===== config.mk =====
export PLATFORM = sky130hd
export DESIGN_NAME = config_loader
export DESIGN_NICKNAME = d
export VERILOG_FILES = /design/src/rtl/config_pkg.sv /design/src/rtl/cfg_shifter.sv /design/src/rtl/config_loader.sv
export SDC_FILE = /design/constraint.sdc
export NUM_CORES = 1
export LEC_CHECK = 0
export ABC_AREA = 1
export BUFFER_PORTS_ARGS = -buffer_cell sky130_fd_sc_hd__clkbuf_2
export CORE_ASPECT_RATIO = 0.7
export CORE_UTILIZATION = 62
export CTS_CLUSTER_SIZE = 24
export DETAILED_ROUTE_END_ITERATION = 7
export HOLD_SLACK_MARGIN = 0.15
export PLACE_DENSITY = 0.85
export SLEW_MARGIN = 20
export SYNTH_ARGS = -nofsm -noshare
export SYNTH_HDL_FRONTEND = slang
export SYNTH_SLANG_ARGS = --single-unit

===== constraint.sdc =====
create_clock -name prog_clk -period 9.2 [get_ports prog_clk]
set_clock_uncertainty 0.1 [all_clocks]
set_input_delay 1.84 -clock prog_clk [delete_from_list [all_inputs] [get_ports prog_clk]]
set_output_delay 1.84 -clock prog_clk [all_outputs]
set_load 0.02 [all_outputs]

===== src/rtl/config_pkg.sv =====
// config_pkg: shared definitions for the configuration loader slice.
// Latency: n/a (types and constants only).
// Backpressure: n/a.
package config_pkg;

  // Width of one configuration word pushed by the host.
  localparam int WORD_W = 32;

  // Default number of configuration bits in the downstream serial chain.
  localparam int CHAIN_LEN_DEF = 16;

  // Loader session states.
  typedef enum logic [1:0] {
    IDLE  = 2'd0,
    FETCH = 2'd1,
    SHIFT = 2'd2,
    DONE  = 2'd3
  } cfg_state_t;

endpackage


===== src/rtl/cfg_shifter.sv =====
// cfg_shifter: parallel-in/serial-out of config words plus serial-in/parallel-out readback capture.
// Latency: bit 0 appears on prog_in in the cycle after load; rb_data updates on the commit edge.
// Backpressure: none; shifts whenever shift is high, the controlling FSM does all flow control.
//
// Ports:
//   prog_clk, rst       clock and asynchronous active-high reset
//   load, load_word     capture a new word and restart the bit index
//   shift               chain shift enable for this cycle (drives prog_in gating)
//   commit              this is the final bit of the word; publish the captured readback
//   prog_out            serial bit from the chain tail, sampled while shifting
//   prog_in             serial bit to the chain head, forced to 0 when not shifting
//   rb_data             last published readback word
module cfg_shifter
  import config_pkg::*;
#(
  parameter int DATA_W = WORD_W
) (
  input  logic              prog_clk,
  input  logic              rst,
  input  logic              load,
  input  logic [DATA_W-1:0] load_word,
  input  logic              shift,
  input  logic              commit,
  input  logic              prog_out,
  output logic              prog_in,
  output logic [DATA_W-1:0] rb_data
);

  localparam int IDX_W = $clog2(DATA_W);

  logic [DATA_W-1:0] piso_q;
  logic [DATA_W-1:0] sipo_q;
  logic [DATA_W-1:0] sipo_d;
  logic [IDX_W-1:0]  idx_q;

  // Gate with shift so the chain head sees 0 whenever it is not being clocked.
  assign prog_in = shift & piso_q[0];

  // Readback word including the bit sampled this cycle; used both for the
  // running capture and for the published word on the final bit.
  always_comb begin
    sipo_d        = sipo_q;
    sipo_d[idx_q] = prog_out;
  end

  always_ff @(posedge prog_clk or posedge rst) begin
    if (rst) begin
      piso_q  <= '0;
      sipo_q  <= '0;
      idx_q   <= '0;
      rb_data <= '0;
    end else if (load) begin
      // Clearing the capture here keeps unused upper bits of a short word at 0.
      piso_q <= load_word;
      sipo_q <= '0;
      idx_q  <= '0;
    end else if (shift) begin
      piso_q <= piso_q >> 1;
      sipo_q <= sipo_d;
      idx_q  <= idx_q + 1'b1;
      if (commit) begin
        rb_data <= sipo_d;
      end
    end
  end

endmodule


===== src/rtl/config_loader.sv =====
// config_loader: loads CHAIN_LEN bits into a serial config chain from 32-bit words, LSB first, and returns the old chain contents.
// Latency: prog_en rises the cycle after a word is accepted; rb_valid one cycle after each word's last bit; done follows the final word.
// Backpressure: word_ready only in FETCH; no buffering, so a late word_valid just idles the chain with prog_en low.
//
// Ports:
//   prog_clk, rst        clock and asynchronous active-high reset
//   start, abort         begin a session (IDLE only) / kill the session in progress
//   word_data/valid/ready  configuration word handshake
//   prog_in, prog_en     serial data and shift enable to the chain head
//   prog_out             serial readback from the chain tail
//   busy, done           session in progress / one-cycle completion pulse
//   rb_data, rb_valid    captured readback word and its one-cycle strobe
module config_loader #(
  parameter int CHAIN_LEN = config_pkg::CHAIN_LEN_DEF,
  parameter int WORD_W    = config_pkg::WORD_W
) (
  input  logic              prog_clk,
  input  logic              rst,
  input  logic              start,
  input  logic              abort,
  input  logic [WORD_W-1:0] word_data,
  input  logic              word_valid,
  output logic              word_ready,
  output logic              prog_in,
  output logic              prog_en,
  input  logic              prog_out,
  output logic              busy,
  output logic              done,
  output logic [WORD_W-1:0] rb_data,
  output logic              rb_valid
);

  import config_pkg::*;

  localparam int REM_W = $clog2(CHAIN_LEN + 1);
  localparam int CNT_W = $clog2(WORD_W + 1);

  cfg_state_t       state_q, state_d;
  logic [REM_W-1:0] rem_q, rem_d;      // chain bits not yet handed to a word
  logic [CNT_W-1:0] bits_q, bits_d;    // bits left in the word being shifted
  logic [CNT_W-1:0] word_n;            // bits this word will contribute
  logic             prog_en_q, prog_en_d;
  logic             rb_valid_q, rb_valid_d;
  logic             load, commit;
  logic             kill;

  // abort only matters once a session exists; in IDLE it is a no-op.
  assign kill = abort & (state_q != IDLE);

  // word_n never exceeds rem_q, so narrowing it back to REM_W loses nothing.
  assign word_n = (32'(rem_q) >= WORD_W) ? CNT_W'(WORD_W) : CNT_W'(rem_q);

  always_comb begin
    state_d    = state_q;
    rem_d      = rem_q;
    bits_d     = bits_q;
    prog_en_d  = 1'b0;
    rb_valid_d = 1'b0;
    load       = 1'b0;
    commit     = 1'b0;

    case (state_q)
      IDLE: begin
        if (start) begin
          state_d = FETCH;
          rem_d   = REM_W'(CHAIN_LEN);
        end
      end
      FETCH: begin
        if (word_valid) begin
          load      = 1'b1;
          bits_d    = word_n;
          rem_d     = rem_q - REM_W'(word_n);
          prog_en_d = 1'b1;
          state_d   = SHIFT;
        end
      end
      SHIFT: begin
        bits_d = bits_q - 1'b1;
        if (bits_q == CNT_W'(1)) begin
          // Last bit of the word: drop prog_en for at least the FETCH/DONE cycle.
          commit     = 1'b1;
          rb_valid_d = 1'b1;
          state_d    = (rem_q != '0) ? FETCH : DONE;
        end else begin
          prog_en_d = 1'b1;
        end
      end
      DONE: begin
        state_d = IDLE;
      end
      default: begin
        state_d = IDLE;
      end
    endcase

    // abort wins over every other event in the same cycle.
    if (kill) begin
      state_d    = IDLE;
      rem_d      = '0;
      bits_d     = '0;
      prog_en_d  = 1'b0;
      rb_valid_d = 1'b0;
      load       = 1'b0;
      commit     = 1'b0;
    end
  end

  always_ff @(posedge prog_clk or posedge rst) begin
    if (rst) begin
      state_q    <= IDLE;
      rem_q      <= '0;
      bits_q     <= '0;
      prog_en_q  <= 1'b0;
      rb_valid_q <= 1'b0;
    end else begin
      state_q    <= state_d;
      rem_q      <= rem_d;
      bits_q     <= bits_d;
      prog_en_q  <= prog_en_d;
      rb_valid_q <= rb_valid_d;
    end
  end

  // Strobes are masked by abort so a killed session never reports completion.
  assign word_ready = (state_q == FETCH) & ~abort;
  assign done       = (state_q == DONE) & ~abort;
  assign rb_valid   = rb_valid_q & ~abort;
  assign busy       = (state_q != IDLE);
  assign prog_en    = prog_en_q;

  cfg_shifter #(
    .DATA_W (WORD_W)
  ) u_shifter (
    .prog_clk  (prog_clk),
    .rst       (rst),
    .load      (load),
    .load_word (word_data),
    .shift     (prog_en_q),
    .commit    (commit),
    .prog_out  (prog_out),
    .prog_in   (prog_in),
    .rb_data   (rb_data)
  );

endmodule


==> impl_results.md, run 1 <==
- Synth area leaders: dfrtp_1 51%, nand2_1 27%, nand3_1 6.3%
- Clock sinks: 112
- Crit path time final: between 4000 and 5000 ps
- Via count: about 4800
- Setup-failing EPs final: 0
- Initial Utilization: roughly 64%
- Number of global-route vias before repair: roughly 4600
- Post-cts resize count: 0
- CP Launch Type: input pin
- Die Ht: approximately 80 um
- Distinct cell type count after synthesis: 25
- Reg clk slew, reported paths: 70 ps
- Synth cell count leaders: 395 x nand2_1, 112 x dfrtp_1, 69 x nand3_1
- RSZ-0062 raised after global routing: no
- Fillers: roughly 700
- Max Cap Viol: 0
- Nets: around 820
- Number of synthesized flops with an enable pin: 0
- Synth Area per Inst: 7.617 um2
- Power, Total: 1.668 mW
- GRT overflow: 0
- Reg2Reg Depth: 8
- First-pass GRT wire length: 20580 um
- Final core utilization: 71.68%
- Hold depth: 2
- Total negative slack: 0 ps
- Synth Instances: 720
- GPL Wtd Cong: roughly 0.86
- CTS max path bufs: 2
- Status: finished clean
- Setup Fix Bufs, Post-CTS: 0
- ANT cells: 0
- Critical hold path startpoint: u_shifter.rb_data[9]
- Worst Max-Slew Pin Slew: just over 900 ps
- First-pass DRT Iterations: 6
- Worst r2r src: state_q[1]
- WHS Endpoint: u_shifter.rb_data[9]
- Cell Area, Placed: 0.005813 mm2
- Iteration-0 DRC count of the detailed router: 457
- P&R area growth vs syn: 11.27%
- Post-synth top area share: 51.11%
- Tcrit/Tclk final: 45.64%
- Critical Path AT: 2260 ps
- WP data required: 7260 ps
- Root Buffer Master: clkbuf_16
- GRT Overall Usage: 28.83%
- Chip width: between 100 and 150 um
- Met1 Resource Use GR: between 30% and 40%
- Sequential element share of the synthesized area: about half
- Sum of net half-perimeters after detailed placement: about 8000 um
- Most common cell in the netlist: nand2_1
- Met3 Use GR: 5.132%
- Synth area leader: dfrtp_1
- Drt drc: 0
- Post-route worst setup slack: 5001 ps
- DIE AREA: roughly 0.009 mm2
- Boundary Pins: 76
- Place WS: 4998 ps
- H-tree Lvls: 3
- Register bit total from synthesis: 112
- Ys async rst share: 100.0%
- Worst-Skew Late Latency: 350 ps
- TritonCTS Buffers: 9
- Static Leak: 3.363 nW
- Final Slew Violations: 0
- RR Endpoint: u_shifter.idx_q[0]
- Worst vdd ir: 0.1862 mV
- Max Fclk: 0.2382 GHz
- Syn. warnings: 0
- Core box area: 0.008513 mm2
- IO buf count: 75
- Critical path class: in2out
- Layout cells sized above 1: 14.49%
- Post-CTS Hold Buffers: 0
- P per Cell Area: 273.4 mW/mm2
- Met2 Usage GRT: approximately half
- Synth Net Count: 768
- Initial antenna violation count: 0
- Largest net degree at the start of global routing: 74
- Final Hold Fails: 0
- Hold WC Path Type: reg2reg
- Wirelength per Cell: 13.49 um
- Top FF cell, synth: dfrtp_1
- Worst relative slew slack: a little under two fifths
- Register-to-register setup slack: 6510 ps
- CTS tree: yes
- WL final: between 10000 and 15000 um
- Final ANT Viol Nets: 0
- CP max FO: 6
- Fin area: 0.006102 mm2
- Global routing's busiest layer: met2
- Row count: 28
- Vias/cell: 5.326
- Post-Syn Area: around 0.0055 mm2
- Crit. End Element: output port
## logic make-up after synthesis
logic type,synth area share (%)
xor+xnor,0.1597
simple gates,37.44
compound gates,2.692
flops,51.11
fa+ha+maj,2.282
buf+inv,6.320
## routing by layer
metal	part of all wire, %	routed length [um]
met1	45	5487
met2	47	5695
met3	6.7	809
met4	1.2	146
met5	0	0
## registers in the layout, summed over array words and instances, names as in the netlist
| signal | count |
|---|---|
| u_shifter.piso_q | 32 |
| u_shifter.rb_data | 32 |
| u_shifter.sipo_q | 32 |
| bits_q | 6 |
| u_shifter.idx_q | 5 |
| state_q | 2 |
| prog_en | 1 |
| rb_valid_q | 1 |
| rem_q | 1 |
## area by class of cell
cell class	instances	area, um2	share of cell area [%]
Tap cell	120	150.1	2.461
Clock buffer	10	239.0	3.916
Timing Repair Buffer	78	397.9	6.520
Inverter	32	122.6	2.009
Sequential cell	112	2803	45.93
Multi-Input combinational cell	542	2345	38.43
Clock inverter	6	45.04	0.7382
## worst max path at each step
stage                     depth (start not counted)         to  start  slack (ps)
after floorplan                                   1  bits_q[0]    rst        4300
after global placement                            3       done  abort        5010
after global routing                              3       done  abort        4970
after CTS                                         3   rb_valid  abort        5000
after detailed placement                          3   rb_valid  abort        5000
final                                             3   rb_valid  abort        5000
## power by group
part           switching, mW  total [mW]  internal (mW)
Combinational          0.389       0.568          0.179
Clock                  0.179       0.370          0.192
Sequential            0.0973       0.730          0.633
Total                  0.664        1.67           1.00
## worst max-delay path, stage by stage
cell	delay, ps
clkbuf_2	130
nor2_1	110
clkbuf_2	170
## through the flow
step,hold WS [ps],std cells
6_report,377.2,900
5_1_grt,395.7,900
4_1_cts,383.5,900
3_5_place_dp,364.3,884
3_3_place_gp,354.6,884
2_1_floorplan,342.2,720
## cell usage in the layout, fill, tap and decap left out, drive strengths merged
cell type	synthesis	final
nand4	9	9
dfrtp	112	112
clkinv	0	3
o21ai	25	25
a21oi	3	3
nand3	69	69
nor3	1	1
clkinvlp	0	3
nor2	23	23
buf	26	3
a21boi	1	1
ha	10	10
nand3b	1	1
xnor2	1	1
nand2	398	398
inv	32	32
clkbuf	8	85
or2	1	1
Note: power is estimated with default switching activity, not from simulation.
==> run 2: changes to the inputs <==
- CORE_UTILIZATION: 62 -> 52
- PLACE_DENSITY: 0.85 -> 0.76
- clock period: 9.2 -> 3.8 ns (I/O delays scaled with it)
==> impl_results.md, run 2 (synthesized netlist as in run 1, its figures left out) <==
- Commonest non-fill, non-tap cells in the layout: 395 x nand2_1, 112 x dfrtp_1, 75 x clkbuf_2, 69 x nand3_1, 27 x inv_1 (unchanged)
- CP most frequent cell: nor2_4 (was clkbuf_2)
- First-pass DRT Iterations: 8 (was 6)
- Reg clk slew, reported paths: 80 ps (was 70 ps)
- Violated checks: DRC
- Placed instance count: 895 (was 884)
- Crit. End Element: register (was output port)
- Fin area: 0.006197 mm2 (was 0.006102 mm2)
- Fillers: 896 (was 712)
- Number of global-route vias before repair: 4539 (was 4577)
- Max incr delay on CP: 580 ps (was 170 ps)
- Critical hold path startpoint: u_shifter.rb_data[2] (was u_shifter.rb_data[9])
- P per Cell Area: 679.1 mW/mm2 (was 273.4 mW/mm2)
- Crit path time final: 2894 ps
- Die Ht: 87.92 um (was 80.69 um)
- Worst-Skew Late Latency: 350 ps (about the same)
- WL final: 12550 um (was 12140 um)
- Vias/cell: 5.213 (was 5.326)
- CP max FO: 35 (was 6)
- Commonest non-fill, non-tap cell in the layout: nand2_1 (unchanged)
- Hold WC Path Type: reg2reg (unchanged)
- CTS max path bufs: 2 (unchanged)
- Crit path buffers/inverters: 2 (unchanged)
- First-pass GRT wire length: 21700 um (was 20580 um)
- Clock sinks: 112 (unchanged)
- Final Hold Fails: 0 (unchanged)
- Boundary Pins: 76 (unchanged)
- GRT Overall Usage: 24.96% (was 28.83%)
- IO buf count: 75 (unchanged)
- Sum of net half-perimeters after detailed placement: 8191 um (was 8037 um)
- P&R area growth vs syn: 13.00% (was 11.27%)
- CP Launch Type: register (was input pin)
- Max Cap Viol: 0 (unchanged)
- Nets: 826 (was 823)
- Met3 Use GR: 5.559% (was 5.132%)
- Via count: 4749 (was 4793)
- CP top delay family: simple AND/OR/NAND/NOR gates (was buffers and inverters)
- Met2 Usage GRT: 39.94% (was 48.61%)
- DIE AREA: 0.01097 mm2 (was 0.009231 mm2)
- Drt drc: 15 (was 0)
- Global routing's busiest layer: met2 (unchanged)
- Critical path class: reg2reg (was in2out)
- Post-cts resize count: 0 (unchanged)
- Initial Utilization: 54.92% (was 64.42%)
- Initial antenna violation count: 0 (unchanged)
- Largest net degree at the start of global routing: 41 (was 74)
- Slowest cell on crit path: nor2_4 (was clkbuf_2)
- Worst path cell trace: inv_1 -> ha_1 -> nor2_4 -> nor2_4 -> buf_4 -> nor2_4 -> nand2_2 -> nand2_1 -> nand2_1 (was clkbuf_2 -> nor2_1 -> clkbuf_2)
- Total negative slack: 0 ps (unchanged)
- Setup Fix Bufs, Post-CTS: 0 (unchanged)
- Worst vdd ir: 0.2942 mV (was 0.1862 mV)
- Critical Path AT: 3040 ps (was 2260 ps)
- Final Non-Filler Cells: 911 (was 900)
- WP data required: 3950 ps (was 7260 ps)
- RSZ-0062 raised after global routing: no (unchanged)
- Worst r2r src: state_q[1] (unchanged)
- GRT overflow: 0 (unchanged)
- Static Leak: 3.415 nW (was 3.363 nW)
- FF/Latch Area: 0.002803 mm2 (unchanged)
- Final ANT Viol Nets: 0 (unchanged)
- Worst relative slew slack: 44.88% (was 37.79%)
- Worst Max-Slew Pin Slew: 824.9 ps (was 933.1 ps)
- Met1 Resource Use GR: 34.48% (was 38.24%)
- Root Buffer Master: clkbuf_16 (unchanged)
- Critical path origin: state_q[1] (was abort)
- Layout cells sized above 1: 14.81% (was 14.49%)
- Tcrit/Tclk final: between 70 and 80%
- Iteration-0 DRC count of the detailed router: 455 (was 457)
- Setup-failing EPs final: 0 (unchanged)
- TritonCTS Buffers: 9 (unchanged)
- Multi-input gate area: 0.002340 mm2 (was 0.002345 mm2)
- Post-CTS Hold Buffers: 0 (unchanged)
- CTS tree: yes (unchanged)
- Core box area: 0.009985 mm2 (was 0.008513 mm2)
- Chip width: 124.7 um (was 114.4 um)
- Power, Total: 4.209 mW (was 1.668 mW)
- GPL Wtd Cong: 0.9215 (was 0.8550)
- Row count: 30 (was 28)
- Largest regs: u_shifter.piso_q (32), u_shifter.rb_data (32), u_shifter.sipo_q (32) (unchanged)
- Final Slew Violations: 0 (unchanged)
- Status: finished, violations left (was finished clean)
- Max Fclk: about 0.35 GHz
- H-tree Lvls: 3 (unchanged)
- Wirelength per Cell: 13.77 um (was 13.49 um)
- WHS: 382.7 ps (was 377.2 ps)
- Cell Area, Placed: 0.005872 mm2 (was 0.005813 mm2)
- ANT cells: 0 (unchanged)
## run 2: worst paths after layout
kind / to / slack [ps] / depth (start not counted)
hold / removal: u_shifter.rb_data[2] / 380 / 2
setup / recovery: u_shifter.rb_data[24] / 910 / 9
hold reg to reg: u_shifter.rb_data[2] / 380 / 2
setup reg to reg: u_shifter.rb_data[24] / 910 / 9
max in group asynchronous: u_shifter.idx_q[4] / 2200 / 3
min in group asynchronous: u_shifter.rb_data[14] / 440 / 2
## run 2: power breakdown
part	total (mW)	internal (mW)	switching [mW]
Combinational	1.40	0.455	0.943
Sequential	1.76	1.53	0.234
Clock	1.05	0.587	0.459
Total	4.21	2.57	1.64
## run 2: through the flow
step | worst slack [ps] | utilization [%]
6_report | 906.3 | 62.07
5_1_grt | 677.4 | 62.07
4_1_cts | 903.8 | 62.07
3_5_place_dp | 779.8 | 58.81
3_3_place_gp | 933.2 | 58.81
2_1_floorplan | 1583 | -
## run 2: tightest hold or removal path: cells and delay by family (launching register included)
kind	cells	cell delay [ps]
flip-flops	1	350
AND/OR/NAND/NOR	2	110
## run 2: per-layer routing
layer | vias to the layer above | share of wire, % | wire length [um]
met2 | 168 | 43 | 5450
met3 | 18 | 5.8 | 731
met4 | 0 | 1.3 | 157
met1 | 2210 | 49 | 6208
li1 | 2353 | - | -
met5 | - | 0 | 0
## run 2: cell type report
type,instances,share of cell area [%]
multi-input combinational,542,37.75
clock buffer,9,3.634
inverter,32,1.999
timing repair buffer,81,7.188
clock inverter,7,1.615
tap,128,2.584
sequential,112,45.23
==> run 3: changes to the inputs <==
- ABC_AREA: 1 -> 0
- CORE_UTILIZATION: 52 -> 58
- PLACE_DENSITY: 0.76 -> 0.8
- clock period: 3.8 -> 3 ns (I/O delays scaled with it)
==> impl_results.md, run 3 <==
- Layout cells sized above 1: 26.43% (was 14.81%)
- Root Buffer Master: clkbuf_16 (unchanged)
- Max Fclk: 0.3818 GHz (was 0.3456 GHz)
- WP data required: 3080 ps (was 3950 ps)
- Core box area: 0.009325 mm2 (was 0.009985 mm2)
- Commonest non-fill, non-tap cell in the layout: dfrtp_1 (was nand2_1)
- Initial Utilization: 61.55% (was 54.92%)
- Most common cell in the netlist: dfrtp_1 (was nand2_1)
- Clock sinks: 112 (unchanged)
- Clk pwr share: 25.3% (was 24.8%)
- Largest net degree at the start of global routing: 103 (was 41)
- CTS max path bufs: 2 (unchanged)
- Synth Instances: 558 (was 720)
- Register-to-register setup slack: 380 ps (was 910 ps)
- Total negative slack: 0 ps (unchanged)
- Reg clk slew, reported paths: 70 ps (was 80 ps)
- Switch Pwr: 1.619 mW (was 1.636 mW)
- Hold WC Path Type: in2async (was reg2reg)
- Syn. warnings: 0 (unchanged)
- Top FF cell, synth: dfrtp_1 (unchanged)
- Synth cell count leaders: 112 x dfrtp_1, 59 x mux2_2, 58 x nor2_1 (was 395 x nand2_1, 112 x dfrtp_1, 69 x nand3_1)
- Static Leak: 3.067 nW (was 3.415 nW)
- Synth Net Count: 606 (was 768)
- Initial antenna violation count: 0 (unchanged)
- Max Cap Viol: 0 (unchanged)
- First-pass GRT wire length: 20490 um (was 21700 um)
- Wirelength per Cell: 16.26 um (was 13.77 um)
- Vias/cell: 5.749 (was 5.213)
- P&R area growth vs syn: 12.78% (was 13.00%)
- TritonCTS Buffers: 9 (unchanged)
- Commonest non-fill, non-tap cells in the layout: 111 x dfrtp_1, 75 x clkbuf_2, 59 x mux2_2, 58 x nor2_1 (was 395 x nand2_1, 112 x dfrtp_1, 75 x clkbuf_2, 69 x nand3_1, 27 x inv_1)
- Chip width: 120.9 um (was 124.7 um)
- Number of global-route vias before repair: 4122 (was 4539)
- Die Ht: 85.23 um (was 87.92 um)
- Critical path origin: state_q[0] (was state_q[1])
- CP max FO: 102 (was 35)
- Drt drc: 0 (was 15)
- Largest regs: u_shifter.piso_q (32), u_shifter.rb_data (32), u_shifter.sipo_q (32) (unchanged)
- Critical Path AT: 2700 ps (was 3040 ps)
- Synth Area per Inst: 10.29 um2 (was 7.617 um2)
- Worst relative slew slack: 31.10% (was 44.88%)
- Post-CTS Hold Buffers: 0 (unchanged)
- GRT overflow: 0 (unchanged)
- Post-route worst setup slack: 381.1 ps (was 906.3 ps)
- Synth area leader: dfrtp_1 (unchanged)
- Boundary Pins: 76 (unchanged)
- Iteration-0 DRC count of the detailed router: 354 (was 455)
- Post-Syn Area: 0.005739 mm2 (was 0.005484 mm2)
- DIE AREA: 0.01030 mm2 (was 0.01097 mm2)
- Sum of net half-perimeters after detailed placement: 8048 um (was 8191 um)
- Synth area leaders: dfrtp_1 49%, mux2_2 12%, mux2i_1 8.9% (was dfrtp_1 51%, nand2_1 27%, nand3_1 6.3%)
- RSZ-0062 raised after global routing: no (unchanged)
- Sequential Power Share: 44.6% (was 41.9%)
- Final Hold Fails: 0 (unchanged)
- Switch share: 34.45% (was 38.86%)
- WHS: 330.6 ps (was 382.7 ps)
- Ys async rst share: 100.0% (unchanged)
- ANT cells: 0 (unchanged)
- Critical path class: reg2reg (unchanged)
- Crit path time final: 2619 ps (was 2894 ps)
- Setup Fix Bufs, Post-CTS: 0 (unchanged)
- Worst Max-Slew Pin Slew: 1034 ps (was 824.9 ps)
- Nets: 656 (was 826)
- GPL Wtd Cong: 0.8270 (was 0.9215)
- P per Cell Area: 726.3 mW/mm2 (was 679.1 mW/mm2)
- Sequential element share of the synthesized area: 48.83% (was 51.11%)
- Status: finished clean (was finished, violations left)
- First-pass DRT Iterations: 5 (was 8)
- Crit. End Element: register (unchanged)
- Worst r2r src: state_q[0] (was state_q[1])
- Post-cts resize count: 0 (unchanged)
- Final Slew Violations: 0 (unchanged)
- Tcrit/Tclk final: 87.30% (was 76.15%)
- CTS tree: yes (unchanged)
- H-tree Lvls: 3 (unchanged)
- WL final: 11980 um (was 12550 um)
- Worst vdd ir: 0.4393 mV (was 0.2942 mV)
- Distinct cell type count after synthesis: 39 (was 25)
- Final core utilization: 69.41% (was 62.07%)
- Setup-failing EPs final: 0 (unchanged)
- GRT Overall Usage: 25.38% (was 24.96%)
- Final ANT Viol Nets: 0 (unchanged)
- IO buf count: 75 (unchanged)
- Pint: 3.081 mW (was 2.573 mW)
- Post-synth top area share: 48.83% (was 51.11%)
- Worst-Skew Late Latency: 350 ps (about the same)
- CP Launch Type: register (unchanged)
- Register bit total from synthesis: 112 (unchanged)
- Place WS: 419.6 ps (was 779.8 ps)
- Via count: 4237 (was 4749)
- Row count: 29 (was 30)
- Logic pwr share: 30.1% (was 33.2%)
- Number of synthesized flops with an enable pin: 0 (unchanged)
- Reg2Reg Depth: 6 (was 9)
[run 3: changes by cell type after synthesis, sizes merged, moves of 20 or more]
cell | before | now
nor2 | 23 | 58
o21ai | 25 | 50
mux2i | 0 | 51
inv | 32 | 11
clkbuf | 8 | 37
mux2 | 0 | 65
nand3 | 69 | 11
buf | 26 | 6
nand2 | 398 | 51
[run 3: cell families after synthesis]
logic type / after synthesis / synth area share (%)
AND/OR/NAND/NOR: 180 / 14.76
multiplexers: 116 / 21.65
flip-flops: 112 / 48.83
AO/OA/AOI/OAI: 83 / 7.936
buffers and inverters: 54 / 4.186
adder cells (fa/ha/maj): 10 / 2.180
XOR/XNOR: 3 / 0.4579
[run 3: area by class of cell]
class / count / area, um2
fillers: 707 / 2853
multi-input cells: 392 / 2698
repair buffers: 82 / 465.4
clock inverters: 1 / 7.507
well taps: 124 / 155.1
inverters: 11 / 45.04
clock buffers: 15 / 297.8
flip-flops and latches: 112 / 2804
[run 3: final timing paths]
check / endpoint
hold / removal: u_shifter.piso_q[7]
setup / recovery: u_shifter.piso_q[5]
min in group prog_clk: u_shifter.piso_q[25]
setup reg to reg: u_shifter.piso_q[5]
max in group asynchronous: u_shifter.sipo_q[0]
hold reg to reg: u_shifter.rb_data[6]
[run 3: power groups by stage]
stage / logic [mW] / registers (mW) / clock network [mW]
6_report: 1.41 / 2.10 / 1.19
2_1_floorplan: 1.15 / 2.02 / 0
3_3_place_gp: 1.34 / 2.09 / 0
5_1_grt: 1.59 / 2.14 / 1.28
3_5_place_dp: 1.41 / 2.12 / 0
4_1_cts: 1.41 / 2.09 / 1.22
[run 3: worst max-delay path, cell delays in order, from the launching register on]
cell	delay [ps]
dfrtp_1	420
inv_1	130
ha_1	240
nand2b_1	290
and3_2	270
buf_4	700
o21ai_0	240
[run 3: through the flow]
step / power, mW / area [um2] / instances
after floorplan: 3.170 / 5743 / 558
after global placement: 3.436 / 6167 / 721
after detailed placement: 3.527 / 6167 / 721
after CTS: 4.727 / 6472 / 737
after global routing: 5.004 / 6472 / 737
final: 4.701 / 6472 / 737
[run 3: routing by layer]
layer | global-route usage [%] | routed length [um]
met5 | 0 | 0
met1 | 36.86 | 5707
met4 | 6.846 | 121
met2 | 39.01 | 5544
met3 | 5.108 | 611
